**src/rtl/rv32i_program_loader.sv**
```systemverilog
// Boot-time program loader: takes a framed little-endian byte stream (4-byte word count,
// then the words) and writes it to instruction memory, holding the core in reset until done.
module rv32i_program_loader #(
    parameter logic [31:0] BASE_ADDR = 32'd0,
    parameter int unsigned MAX_WORDS = 1024
) (
    input  logic        i_clk,
    input  logic        i_rst,
    input  logic        i_load_start,
    input  logic        i_byte_valid,
    input  logic [7:0]  i_byte_data,
    output logic        o_byte_ready,
    output logic        o_instruction_wr_en,
    output logic [31:0] o_instruction_wr_addr,
    output logic [31:0] o_instruction_wr_data,
    input  logic        i_instruction_wr_valid,
    output logic        o_core_rst,
    output logic        o_busy,
    output logic        o_load_done,
    output logic        o_load_error
);

    typedef enum logic [2:0] {
        S_IDLE,
        S_HDR,
        S_DATA,
        S_WRITE,
        S_DONE,
        S_ERROR
    } state_t;

    localparam logic [31:0] MAX_COUNT = 32'(MAX_WORDS);

    state_t      state_q, state_d;
    logic [1:0]  byte_idx_q, byte_idx_d;
    logic [31:0] asm_q, asm_d;
    logic [15:0] remaining_q, remaining_d;
    logic        wr_en_q, wr_en_d;
    logic [31:0] wr_addr_q, wr_addr_d;
    logic [31:0] wr_data_q, wr_data_d;
    logic        ready_q, ready_d;
    logic        core_rst_q, core_rst_d;
    logic        busy_q, busy_d;
    logic        done_q, done_d;
    logic        error_q, error_d;

    logic        byte_fire;
    logic [31:0] asm_shift;

    // Bytes shift in from the top so the first byte of a group lands in bits 7:0.
    assign byte_fire = i_byte_valid && ready_q;
    assign asm_shift = {i_byte_data, asm_q[31:8]};

    always_comb begin
        state_d     = state_q;
        byte_idx_d  = byte_idx_q;
        asm_d       = asm_q;
        remaining_d = remaining_q;
        wr_en_d     = wr_en_q;
        wr_addr_d   = wr_addr_q;
        wr_data_d   = wr_data_q;
        ready_d     = ready_q;
        core_rst_d  = core_rst_q;
        busy_d      = busy_q;
        done_d      = done_q;
        error_d     = error_q;

        case (state_q)
            S_IDLE, S_DONE, S_ERROR: begin
                if (i_load_start) begin
                    state_d    = S_HDR;
                    byte_idx_d = 2'd0;
                    wr_addr_d  = BASE_ADDR;
                    ready_d    = 1'b1;
                    core_rst_d = 1'b1;
                    busy_d     = 1'b1;
                    done_d     = 1'b0;
                    error_d    = 1'b0;
                end
            end
            S_HDR: begin
                if (byte_fire) begin
                    asm_d      = asm_shift;
                    byte_idx_d = byte_idx_q + 2'd1;
                    if (byte_idx_q == 2'd3) begin
                        if (asm_shift == 32'd0) begin
                            state_d    = S_DONE;
                            ready_d    = 1'b0;
                            core_rst_d = 1'b0;
                            busy_d     = 1'b0;
                            done_d     = 1'b1;
                        end else if (asm_shift > MAX_COUNT) begin
                            state_d = S_ERROR;
                            ready_d = 1'b0;
                            busy_d  = 1'b0;
                            error_d = 1'b1;
                        end else begin
                            state_d     = S_DATA;
                            remaining_d = asm_shift[15:0];
                        end
                    end
                end
            end
            S_DATA: begin
                if (byte_fire) begin
                    asm_d      = asm_shift;
                    byte_idx_d = byte_idx_q + 2'd1;
                    if (byte_idx_q == 2'd3) begin
                        state_d   = S_WRITE;
                        wr_data_d = asm_shift;
                        wr_en_d   = 1'b1;
                        ready_d   = 1'b0;
                    end
                end
            end
            S_WRITE: begin
                // Request, address and data stay frozen until memory commits the word.
                if (i_instruction_wr_valid) begin
                    wr_en_d     = 1'b0;
                    wr_addr_d   = wr_addr_q + 32'd4;
                    remaining_d = remaining_q - 16'd1;
                    if (remaining_q == 16'd1) begin
                        state_d    = S_DONE;
                        core_rst_d = 1'b0;
                        busy_d     = 1'b0;
                        done_d     = 1'b1;
                    end else begin
                        state_d = S_DATA;
                        ready_d = 1'b1;
                    end
                end
            end
            default: state_d = S_IDLE;
        endcase
    end

    always_ff @(posedge i_clk or posedge i_rst) begin
        if (i_rst) begin
            state_q     <= S_IDLE;
            byte_idx_q  <= 2'd0;
            asm_q       <= 32'd0;
            remaining_q <= 16'd0;
            wr_en_q     <= 1'b0;
            wr_addr_q   <= BASE_ADDR;
            wr_data_q   <= 32'd0;
            ready_q     <= 1'b0;
            core_rst_q  <= 1'b1;
            busy_q      <= 1'b0;
            done_q      <= 1'b0;
            error_q     <= 1'b0;
        end else begin
            state_q     <= state_d;
            byte_idx_q  <= byte_idx_d;
            asm_q       <= asm_d;
            remaining_q <= remaining_d;
            wr_en_q     <= wr_en_d;
            wr_addr_q   <= wr_addr_d;
            wr_data_q   <= wr_data_d;
            ready_q     <= ready_d;
            core_rst_q  <= core_rst_d;
            busy_q      <= busy_d;
            done_q      <= done_d;
            error_q     <= error_d;
        end
    end

    assign o_byte_ready          = ready_q;
    assign o_instruction_wr_en   = wr_en_q;
    assign o_instruction_wr_addr = wr_addr_q;
    assign o_instruction_wr_data = wr_data_q;
    assign o_core_rst            = core_rst_q;
    assign o_busy                = busy_q;
    assign o_load_done           = done_q;
    assign o_load_error          = error_q;

endmodule

```
**config.mk**
```make
export PLATFORM = sky130hd
export DESIGN_NAME = rv32i_program_loader
export DESIGN_NICKNAME = d
export VERILOG_FILES = /design/src/rtl/rv32i_program_loader.sv
export SDC_FILE = /design/constraint.sdc
export NUM_CORES = 1
export LEC_CHECK = 0
export CAP_MARGIN = 0
export CORE_MARGIN = 1.5
export CORE_UTILIZATION = 56
export CTS_BUF_LIST = sky130_fd_sc_hd__clkbuf_2
export DETAILED_ROUTE_END_ITERATION = 7
export PLACE_DENSITY = 0.82
export SETUP_SLACK_MARGIN = 0.15
export SYNTH_ARGS = -nofsm -noshare
export SYNTH_HDL_FRONTEND = slang
export SYNTH_SLANG_ARGS = --single-unit
```
**constraint.sdc**
```tcl
create_clock -name i_clk -period 4.6 [get_ports i_clk]
set_clock_uncertainty 0.2 [all_clocks]
set_input_delay 0.69 -clock i_clk [delete_from_list [all_inputs] [get_ports i_clk]]
set_output_delay 0.69 -clock i_clk [all_outputs]
set_load 0.01 [all_outputs]
```
Yosys cells after proc, flatten, opt, wreduce, memory -nomap -nowiden
Index checks and enable logic that the tools add are counted.
{"block": "word_totals", "in_bits": 13, "regBits": 123}
{"block": "op_classes", "n_addsub": 3, "n_eq_ne": 21, "n_mux": 55, "n_reduce_logical": 23, "order_cmp": 1}
{"op": "$mux W16", "count": 5}
{"op": "$mux W32", "count": 2}
{"op": "$pmux W32 S2", "count": 1}
{"op": "$add A32 B3 Y32 const B", "count": 1}
{"op": "$gt A32 B11 Y1 const B", "count": 1}
{"op": "$logic_not A32 Y1", "count": 1}
{"op": "$pmux W16 S2", "count": 1}
{"op": "$mux W1", "count": 27}
{"op": "$mux W3", "count": 9}
{"op": "$ne A2 B2 Y1 const B", "count": 12}
{"op": "$reduce_and A6 Y1", "count": 3}
{"op": "$eq A16 B1 Y1 const B", "count": 1}
{"op": "$sub A16 B1 Y16 const B", "count": 1}
{"op": "$reduce_and A7 Y1", "count": 2}
{"op": "$pmux W3 S4", "count": 1}
{"op": "$reduce_bool A2 Y1", "count": 5}
{"op": "$pmux W1 S3", "count": 3}
{"op": "$reduce_and A3 Y1", "count": 3}
{"op": "$reduce_and A9 Y1", "count": 1}
{"op": "$eq A3 B2 Y1 const B", "count": 2}
{"op": "$eq A3 B3 Y1 const B", "count": 2}
{"op": "$mux W2", "count": 2}
{"op": "$pmux W1 S2", "count": 2}
{"op": "$pmux W1 S4", "count": 1}
{"op": "other kinds (14)", "count": 14}

Longest topological paths before layout
{"block": "logic_depth", "ltp_word": 6, "depth_mapped": 9, "mapped_depth_nobuf": 8}

Least setup slack after synthesis
Ideal clock, no wire load.
{"block": "synth_path", "path_type": "input to register", "from": "input port i_byte_data[4]", "to": "register remaining_q[0]", "setup_ps": 78, "path_buffers": 2, "setup_slack_ps": 2123, "cell_stages": 8, "arrival_ps": 2200, "path_cell_list": "nor4_4 > nand4_4 > o41ai_4 > and2_1 > buf_4 > buf_6 > o22ai_1 > a21oi_1"}
{"block": "synth_via", "elab_chain_cells": 3}
{"element": "start, declared", "line_no": "11", "source": "input logic [7:0] i_byte_data,"}
{"element": "$gt A32 B11 Y1 or $logic_not A32 Y1 (tied branches)", "line_no": "92, 86"}
{"element": "$ne A2 B2 Y1 (no source line)"}
{"element": "$reduce_and A6 Y1 (no source line) (*)"}
{"element": "end signal, assigned", "line_no": "155", "source": "remaining_q <= remaining_d;"}
{"element": "end, declared", "line_no": "37", "source": "logic [15:0] remaining_q, remaining_d;"}
Mark *: on every way between the ends. The rest lies on a longest branch, timed or not.
A chain may end at the register's enable or synchronous reset.

Worst setup path after layout
{"block": "layout_path", "from": "register state_q[0]", "to": "register remaining_q[8]"}
{"block": "layout_via", "elab_chain_cells": 3}
{"element": "start, declared", "line_no": "34", "source": "state_t state_q, state_d;"}
{"element": "start signal, assigned", "line_no": "152", "source": "state_q <= state_d;"}
{"element": "$eq A3 B1 Y1 or $eq A3 B2 Y1 (tied branches)", "line_no": "68", "source": "case (state_q)"}
{"element": "$ne A2 B2 Y1 (no source line) or $reduce_bool A2 Y1 (tied branches)"}
{"element": "$reduce_and A6 Y1 (no source line)"}
Several ways; a longest one is shown, not always the timed one.

==> results.py <==
metrics = {
    "worst_setup_path": {
        "cp-end-kind": "register",
        "crit_type": "register to register",
        "crit_chain": "nor2b_1 -> nand2_1 -> a2111o_1 -> a22oi_2 -> o32ai_1 -> a21oi_1",
        "rr_worst_depth": 6,
        "crit_path_start": "state_q[0]",
        "cp.required_ns": 5.00,
        "timing.rr.start": "state_q[0]",
        "cp.arrival_ns": 3.65,
        "cp_max_fo": 15,
        "start_kind": "register",
        "critPathMaxStageDelay_ns": 0.68,
        "cpMaxStageDelayCell": "a2111o_1",
    },
    "clock_network": {
        "clock-root-buffer": "clkbuf_2",
        "ctsHtreeMaxLevel": 4,
        "cts-resized-gates": 0,
        "clk_pin_slew_worst_paths_ns": 0.18,
        "numCtsBuffers": 17,
        "postCtsSetupBuffers": 0,
        "cts_buffer_depth": 2,
        "clk_latency_ns": 0.69,
        "cts_tree": "built",
        "hold_buffers": 0,
        "cts_sinks": 113,
    },
    "synthesis": {
        "yosys_warnings": 0,
        "synth_edf_count": 0,
        "synth_area_per_cell_um2": 10.8,
        "synth_compound_area_share_pct": 12.3,
        "netlist_area_mm2": 0.00552,
        "syn_inst": 510,
        "synth_ff_type": "dfrtp_1",
        "muxShareOfSynthArea_pct": 12.4,
        "yosysUniqueCellTypes": 60,
        "synth_simple_gate_area_share_pct": 17.0,
        "synth_top_family_by_area": "simple AND/OR/NAND/NOR gates",
        "synthAdderAreaFrac_pct": 0.906,
        "yosys_register_bits": 113,
        "synth_xor_area_share_pct": 2.85,
        "yosysSeqAreaShare_pct": 51.2,
        "synthArstFlopShare_pct": 100,
    },
    "placement": {
        "gp_congestion": 0.876,
        "dp.final_hpwl_um": 8560,
        "port_buffers": 80,
    },
    "sta": {
        "setup_viol": 0,
        "holdWs_ns": 0.278,
        "rsz0062_at_grt": "false",
        "worst_pin_slew_ns": 1.30,
        "relSlewSlack_pct": 13.0,
        "drv_slew": 0,
        "finalSetupTns_ns": 0,
        "max_freq_mhz": 308,
        "finalCritPeriodShare_pct": 70.6,
        "hold_violations": 0,
        "period_needed_ns": 3.25,
    },
    "power": {
        "sw_frac_of_total_pct": 35.6,
        "comb_power_share_pct": 22.7,
        "p_int_mw": 1.65,
        "p_sw_uw": 913,
        "vdd_drop_max_v": 0.000224,
        "power_density_mw_per_mm2": 386,
        "pwr-share-clk_pct": 25.1,
        "leakagePower_nw": 2.83,
        "power_frac_seq_pct": 52.2,
    },
    "floorplan": {
        "core.rowCount": 36,
        "die_w_um": 102,
        "ios": 83,
        "dieArea_mm2": 0.0105,
        "start_util_pct": 57.0,
        "die_y_um": 102,
        "core_mm2": 0.00968,
    },
    "detailed_routing": {
        "wl_per_cell_um": 16.9,
        "drt_wl_total_um": 12500,
        "drtAntennaViolNets": 0,
        "dr_total_vias": 4310,
        "dr.pass1.iters": 5,
        "vias_per_cell": 5.86,
        "drt_iter0_drc": 240,
        "drc": 0,
    },
    "final_layout": {
        "syn2layout_area_growth_pct": 20.3,
        "final_core_util_pct": 68.6,
        "num_antenna_cells": 0,
        "fin_nets": 607,
        "drive_gt1_share_pct": 18.6,
    },
    "hold_path": {
        "hold_class": "primary input to async pin",
    },
    "grt": {
        "overflow": 0,
        "grt_first_pass_wirelength_um": 20000,
        "antenna_found_initial": 0,
        "grt_pass1_vias": 4020,
        "grt_max_degree": 65,
        "grt_usage_pct": 25.1,
    },
    "job": {
        "drv_cap": 0,
    },
    "run_status": {
        "status": "finished, final reports clean",
    },
}
==> routing by layer <==
layer,up-vias,GRT usage [%],wire [um]
li1,1998,-,-
met1,2166,34.5,5560
met2,124,38.1,5900
met3,22,7.73,770
met4,0,8.75,219
met5,-,0,0
==> registers in the layout (all words and copies together) (netlist names) <==
register               count
o_instruction_wr_data     32
o_instruction_wr_addr     30
asm_q                     24
remaining_q               16
state_q                    3
byte_idx_q                 2
o_busy                     1
o_byte_ready               1
o_core_rst                 1
o_instruction_wr_en        1
o_load_done                1
o_load_error               1
==> per-stage QoR <==
step	setup WS, ns	power (mW)	area, um^2	cells
2_1_floorplan	0.724	1.76	5530	511
3_3_place_gp	1.23	1.91	6410	704
3_5_place_dp	1.19	1.94	6410	704
4_1_cts	1.42	2.58	6650	736
5_1_grt	1.18	2.70	6650	736
6_report	1.35	2.57	6650	736
==> cells by family (layout without fill, tap and decap cells) <==
family,count (synthesis),in the layout
adders and majority gates,4,4
muxes,61,61
buffers and inverters,40,132
other,1,2
DFF,113,113
and+or+nand+nor,168,168
AOI/OAI and AO/OA,105,105
xor gates and xnor gates,18,18
==> cell usage after synthesis (2+ instances only) <==
cell,instances,share of area [%]
dfrtp_1,112,51
mux2_2,57,12
nor2_1,41,2.8
a21oi_1,38,3.4
nand2_1,34,2.3
o21ai_0,25,2.3
inv_1,16,1.1
clkbuf_1,13,0.88
nand4_1,13,1.5
nor3_1,13,1.2
or3_1,13,1.5
xnor2_1,11,1.7
nand3_1,10,0.91
o21ai_1,8,0.72
nand2b_1,7,0.79
nor4_1,7,0.79
o32ai_1,7,1.1
xor2_1,7,1.1
buf_2,6,0.54
or2_2,5,0.57
and2_1,4,0.45
and3_1,4,0.45
ha_1,4,0.91
nor4_4,4,1.5
a31oi_1,3,0.34
buf_4,3,0.41
mux2i_1,3,0.54
o31ai_1,3,0.41
a21o_1,2,0.27
a22o_1,2,0.32
nand4b_1,2,0.32
nor2b_1,2,0.23
nor3b_1,2,0.27
nor4_2,2,0.45
or4_1,2,0.27
==> worst paths after layout <==
check,to,slack (ns)
max in group asynchronous,asm_q[9],3.07
min in group i_clk,remaining_q[15],0.31
max,remaining_q[8],1.35
max reg2reg,remaining_q[8],1.35
min,asm_q[30],0.28
min reg2reg,remaining_q[15],0.31
==> cell usage in the layout (no fill, tap or decap), types with 8 or more instances in the layout <==
cell type        Yosys  layout
inv_1               16      15
mux2_2              57      57
o21ai_0             25      25
nand2_1             34      34
nand3_1             10      10
nor3_1              13      13
clkdlybuf4s50_1      0      80
o21ai_1              8       8
dfrtp_1            112     112
xnor2_1             11      11
clkbuf_2             0      18
nand4_1             13      13
or3_1               13      13
a21oi_1             38      38
nor2_1              41      40
==> worst max-delay path, delay by kind of cell, from the launching register on <==
family / cells / cell delay (ns)
compound gates: 4 / 1.53
flops: 1 / 0.61
simple gates: 2 / 0.82
==> power by group through the flow <==
stage | clock [mW] | sequential, mW | combinational, mW
floorplan | 0 | 1.27 | 0.483
global placement | 0 | 1.35 | 0.556
detailed placement | 0 | 1.36 | 0.578
CTS | 0.658 | 1.34 | 0.582
global route | 0.694 | 1.37 | 0.638
finish | 0.645 | 1.34 | 0.582
==> area by class of cell <==
class,instances,area [um^2]
Fill cell,722,3040
Tap cell,133,166
Inverter,16,62.6
Multi-Input combinational cell,358,2520
Clock inverter,14,143
Sequential cell,113,2830
Timing Repair Buffer,84,831
Clock buffer,18,90.1
No activity file was read; power rests on OpenSTA's default activity.
